`config.mk`:
```
export PLATFORM = sky130hd
export DESIGN_NAME = flit_tx
export DESIGN_NICKNAME = d
export VERILOG_FILES = /design/src/rtl/flit_tx.sv
export SDC_FILE = /design/constraint.sdc
export NUM_CORES = 1
export LEC_CHECK = 0
export CAP_MARGIN = 10
export CORE_UTILIZATION = 44
export CTS_CLUSTER_SIZE = 28
export DETAILED_ROUTE_END_ITERATION = 12
export GPL_TIMING_DRIVEN = 0
export PLACE_DENSITY = 0.83
export SLEW_MARGIN = 25
export SYNTH_ARGS = -nofsm -noshare
export SYNTH_HDL_FRONTEND = slang
export SYNTH_SLANG_ARGS = --single-unit
```
`constraint.sdc`:
```
create_clock -name clk -period 3.25 [get_ports clk]
set_clock_uncertainty 0.05 [all_clocks]
set_input_delay 0.4875 -clock clk [delete_from_list [all_inputs] [get_ports clk]]
set_output_delay 0.4875 -clock clk [all_outputs]
set_load 0.02 [all_outputs]
```
`src/rtl/flit_tx.sv`:
```
// Credit-based output-link transmitter with wormhole framing.
// Drives the downstream buffer write port one registered flit per cycle.
module flit_tx #(
  parameter int DATA_WIDTH = 8,
  parameter int BUF_DEPTH  = 8
) (
  input  logic                             clk,
  input  logic                             rst,
  input  logic                             in_valid,
  input  logic [DATA_WIDTH-1:0]            in_data,
  input  logic [1:0]                       in_type,
  output logic                             in_ready,
  output logic                             out_valid,
  output logic [DATA_WIDTH-1:0]            out_data,
  output logic [1:0]                       out_type,
  input  logic                             credit_in,
  output logic [$clog2(BUF_DEPTH+1)-1:0]   credits,
  output logic                             busy,
  output logic                             err
);

  localparam int CW = $clog2(BUF_DEPTH + 1);
  localparam logic [CW-1:0] FULL = CW'(BUF_DEPTH);

  localparam logic [1:0] T_BODY = 2'b00;
  localparam logic [1:0] T_HEAD = 2'b01;
  localparam logic [1:0] T_TAIL = 2'b10;

  typedef enum logic {
    S_IDLE = 1'b0,
    S_PKT  = 1'b1
  } state_t;

  state_t                state_q, state_d;
  logic [CW-1:0]         credits_q, credits_d;
  logic                  out_valid_q, out_valid_d;
  logic [DATA_WIDTH-1:0] out_data_q, out_data_d;
  logic [1:0]            out_type_q, out_type_d;
  logic                  err_q, err_d;

  logic accept;
  logic legal;
  logic send;
  logic drop;
  logic ovf;

  // Ready comes only from the registered credit count.
  assign in_ready = (credits_q != '0);
  assign accept   = in_valid && in_ready;

  // Framing check: IDLE takes head/single, PKT takes body/tail.
  always_comb begin
    legal = 1'b0;
    unique case (state_q)
      S_IDLE: legal = in_type[0];
      S_PKT:  legal = !in_type[0];
      default: legal = 1'b0;
    endcase
  end

  assign send = accept && legal;
  assign drop = accept && !legal;
  assign ovf  = credit_in && !send && (credits_q == FULL);

  // Next-state, credit and output-register computation.
  always_comb begin
    state_d     = state_q;
    credits_d   = credits_q;
    out_valid_d = send;
    out_data_d  = out_data_q;
    out_type_d  = out_type_q;
    err_d       = drop || ovf;

    if (send) begin
      out_data_d = in_data;
      out_type_d = in_type;
    end

    unique case (1'b1)
      (send && !credit_in): credits_d = credits_q - CW'(1);
      (!send && credit_in && !ovf): credits_d = credits_q + CW'(1);
      default: credits_d = credits_q;
    endcase

    unique case (state_q)
      S_IDLE: if (send && in_type == T_HEAD) state_d = S_PKT;
      S_PKT:  if (send && in_type == T_TAIL) state_d = S_IDLE;
      default: state_d = S_IDLE;
    endcase
  end

  // Registered FSM state, credit count and link outputs.
  always_ff @(posedge clk or negedge rst) begin
    if (!rst) begin
      state_q     <= S_IDLE;
      credits_q   <= FULL;
      out_valid_q <= 1'b0;
      out_data_q  <= '0;
      out_type_q  <= T_BODY;
      err_q       <= 1'b0;
    end else begin
      state_q     <= state_d;
      credits_q   <= credits_d;
      out_valid_q <= out_valid_d;
      out_data_q  <= out_data_d;
      out_type_q  <= out_type_d;
      err_q       <= err_d;
    end
  end

  assign credits   = credits_q;
  assign busy      = (state_q == S_PKT);
  assign out_valid = out_valid_q;
  assign out_data  = out_data_q;
  assign out_type  = out_type_q;
  assign err       = err_q;

endmodule

```
==> metrics.md <==
| Metric | Value |
|---|---|
| Setup CP Type | in2reg |
| Syn Inst Count | 85 |
| Syn Nets | just over 100 |
| Met3 usage | about 2.6% |
| Fin crit share | about nine tenths |
| Crit path capture type | flip-flop |
| Seq cells post-synth | 17 |
| Worst-Skew Late Latency | approximately 0.27 ns |
| Area growth, synth to finish | 39.8% |
| Clock slew at reported path FFs | about 0.090 ns |
| Synth cell types | 36 |
| Met1 Track Usage GR | between 20% and 30% |
| Min cycle time layout | approximately 3 ns |
| Pins Over Slew Limit | 0 |
| Clock root cell | clkbuf_4 |
| Die footprint | 0.00230 mm² |
| Num rows | 16 |
| Antenna violations before repair | 0 |
| Final Setup Violations | 0 |
| CP Max Fanout | 9 |
| Actual slew at the worst max-slew pin | about 0.72 ns |
| Vias | around 800 |
| Final hold slack | roughly 0.44 ns |
| Max clock buf depth | 2 |
| Fillers | ~150 |
| Critical path startpoint category | input port |
| Vert. Die Dim | roughly 48 µm |
| Critical Path AT | slightly above 3 ns |
| Power per Cell Area | 929 mW/mm² |
| Total wire length | ~1900 µm |
| Post-CTS Setup Bufs | 0 |
| Vias per cell | ~5.4 |
| Final total power | ~1200 µW |
| Routed wire per std cell | between 10 and 15 µm |
| Reg2reg setup slack | 0.59 ns |
| Final HPWL DP | roughly 1400 µm |
| RD Place Congestion | between 0.7 and 0.8 |
| Most frequent cells in the layout | clkdlybuf4s50_1, dfrtp_1, mux2_2 |
| Reg power frac | ~33% |
| First-pass GRT wire length | about 2800 µm |
| Core area | a little under 0.002 mm² |
| Worst path required time | approximately 3.4 ns |
| Comb power frac | between 50% and 60% |
| Max Clock Freq | ~340 MHz |
| Syn. warnings | 0 |
| Post-DP Area | about 0.0013 mm² |
| Max_cap viols | 0 |
| Total track usage | ~18% |
| H-tree levels | 1 |
| Vias in the first global route | 679 |
| Most common cell after layout, fill and taps aside | clkdlybuf4s50_1 |
| Setup TNS | 0 ns |
| Net Sw Frac | between 40 and 50% |
| Psw | ~500 µW |
| Initial Util | between 40% and 50% |
| Cts hold-fix bufs | 0 |
| Grt ovf | 0 |
| Core Util, Final | between 60% and 70% |
| Grt met2 use | between 30% and 40% |
| Largest net degree at the start of global routing | 18 |
| Share of post-route cells with drive strength above 1 | 17.5% |
| Die W | 48.0 µm |
| Clock sink count | 17 |
| Clk network pwr share | 8.7% |
| Ant. Diodes | 0 |
| Sequential cell area fraction in the yosys report | 45.8% |
| Boundary Pins | 32 |
| Detailed Route Iter0 Violations | 6 |
| TritonCTS clock tree | done |
| Outcome | finished, final reports clean |
| Mapped Avg Cell Area | around 11 µm² |
| Leak pwr | between 0.0005 and 0.0006 µW |
| VDD IR max | ~0.58 mV |
| R2R cell count | 8 |
| Number of CTS-inserted buffers | 3 |
| Int Pwr | roughly 710 µW |
| Hold WC Path Type | reg2reg |
| Relative slew slack | about half |
| Hold depth | 2 |
| Busiest grt layer | met2 |
| Design Area, Final | 0.00130 mm² |
| Antenna-violating nets left | 0 |
| Final Hold Fails | 0 |
| Synth Cell Area | ~930 µm² |
| RSZ-0062 raised after global routing | false |
| Fin nets | roughly 140 |
| Router iterations before antenna repair | 4 |
| DRC errors left | 0 |
| # port buffers | 31 |
-- flip-flops by register name (all words and copies together) (netlist names) --
| signal | cells |
|---|---|
| out_data | 8 |
| credits | 4 |
| out_type | 2 |
| busy | 1 |
| err | 1 |
| out_valid | 1 |
-- path summary, 6_finish.rpt --
kind | endpoint | start
max | credits[3] | in_type[0]
min | out_type[1] | out_type[1]
max reg2reg | credits[3] | busy
min reg2reg | out_type[1] | out_type[1]
max in group asynchronous | credits[1] | rst
min in group asynchronous | out_data[5] | rst
-- critical path, cell delays in order --
cell	delay [ns]
clkdlybuf4s50_1	0.56
xor2_2	0.39
a21oi_1	0.13
o21ai_1	0.32
ha_1	0.34
a21oi_1	0.28
nand4_1	0.17
o31a_1	0.27
o211ai_1	0.17
-- synth_stat cells --
cell / n / share of area (%)
a21o_1: 1 / 0.81
a311oi_1: 1 / 0.94
o211ai_1: 2 / 1.6
and3_1: 1 / 0.67
inv_4: 1 / 0.67
a221o_1: 2 / 2.2
inv_1: 4 / 1.6
nand3_2: 1 / 1.1
a21boi_0: 1 / 0.81
and2_4: 1 / 0.94
a31oi_1: 3 / 2.0
mux2_2: 9 / 11
o21ai_0: 6 / 3.2
or3_4: 1 / 1.2
nand4_1: 1 / 0.67
buf_2: 1 / 0.54
nand2b_1: 1 / 0.67
xnor2_1: 1 / 0.94
nand3_1: 2 / 1.1
xor2_1: 1 / 0.94
nor2_8: 1 / 2.2
nand2_1: 5 / 2.0
nor2_1: 4 / 1.6
o31a_1: 1 / 0.94
ha_1: 2 / 2.7
fa_1: 1 / 2.2
clkbuf_1: 1 / 0.40
dfstp_2: 1 / 2.8
o22ai_1: 1 / 0.67
a21oi_1: 5 / 2.7
nor3_1: 2 / 1.1
a211oi_1: 1 / 0.81
dfrtp_1: 16 / 43
a2bb2oi_1: 1 / 0.94
buf_4: 1 / 0.81
xor2_2: 1 / 1.7
-- layer usage --
metal | vias to the layer above | part of all wire [%]
met2 | 25 | 48
met4 | 0 | 0.69
met1 | 386 | 44
met5 | - | 0
li1 | 383 | -
met3 | 2 | 6.5
-- area by class of cell --
class	instances	area [µm²]	share of cell area, %
Multi-Input combinational cell	60	467	35.9
Buffer	3	16.3	1.25
Timing Repair Buffer	31	310	23.8
Tap cell	27	33.8	2.60
Clock buffer	4	26.3	2.02
Sequential cell	17	427	32.8
Inverter	5	21.3	1.63
-- power by group through the flow --
| stage | registers, µW | clock network, µW | logic, µW |
|---|---|---|---|
| 6_report | 398 | 106 | 705 |
| 5_1_grt | 412 | 118 | 768 |
| 4_1_cts | 399 | 110 | 709 |
| 3_5_place_dp | 402 | 0 | 707 |
| 3_3_place_gp | 398 | 0 | 681 |
| 2_1_floorplan | 508 | 0 | 314 |
-- through the flow --
stage                     std cells  setup WS, ns
after global placement          143       0.00236
after detailed placement        143        -0.150
after floorplan                  85         0.779
after CTS                       147         0.149
final                           147         0.284
after global routing            147         0.147
-- logic make-up (layout without fill, tap and decap cells) --
| family | after synthesis | after routing | synth area share (%) |
|---|---|---|---|
| DFF | 17 | 17 | 45.8 |
| buffers and inverters | 8 | 43 | 4.03 |
| AOI/OAI and AO/OA | 25 | 25 | 17.6 |
| muxes | 9 | 9 | 10.9 |
| and+or+nand+nor | 20 | 20 | 13.2 |
| adders and majority gates | 3 | 3 | 4.84 |
| xor gates and xnor gates | 3 | 3 | 3.63 |
-- what timing repair did --
| item | 4_1_cts | 5_1_grt |
|---|---|---|
| endpoints found under the hold margin | 0 | 0 |
| endpoints found under the setup margin | 0 | 2 |
| gates resized for setup | 0 | 1 |
Power figures use the tool's default switching activity.
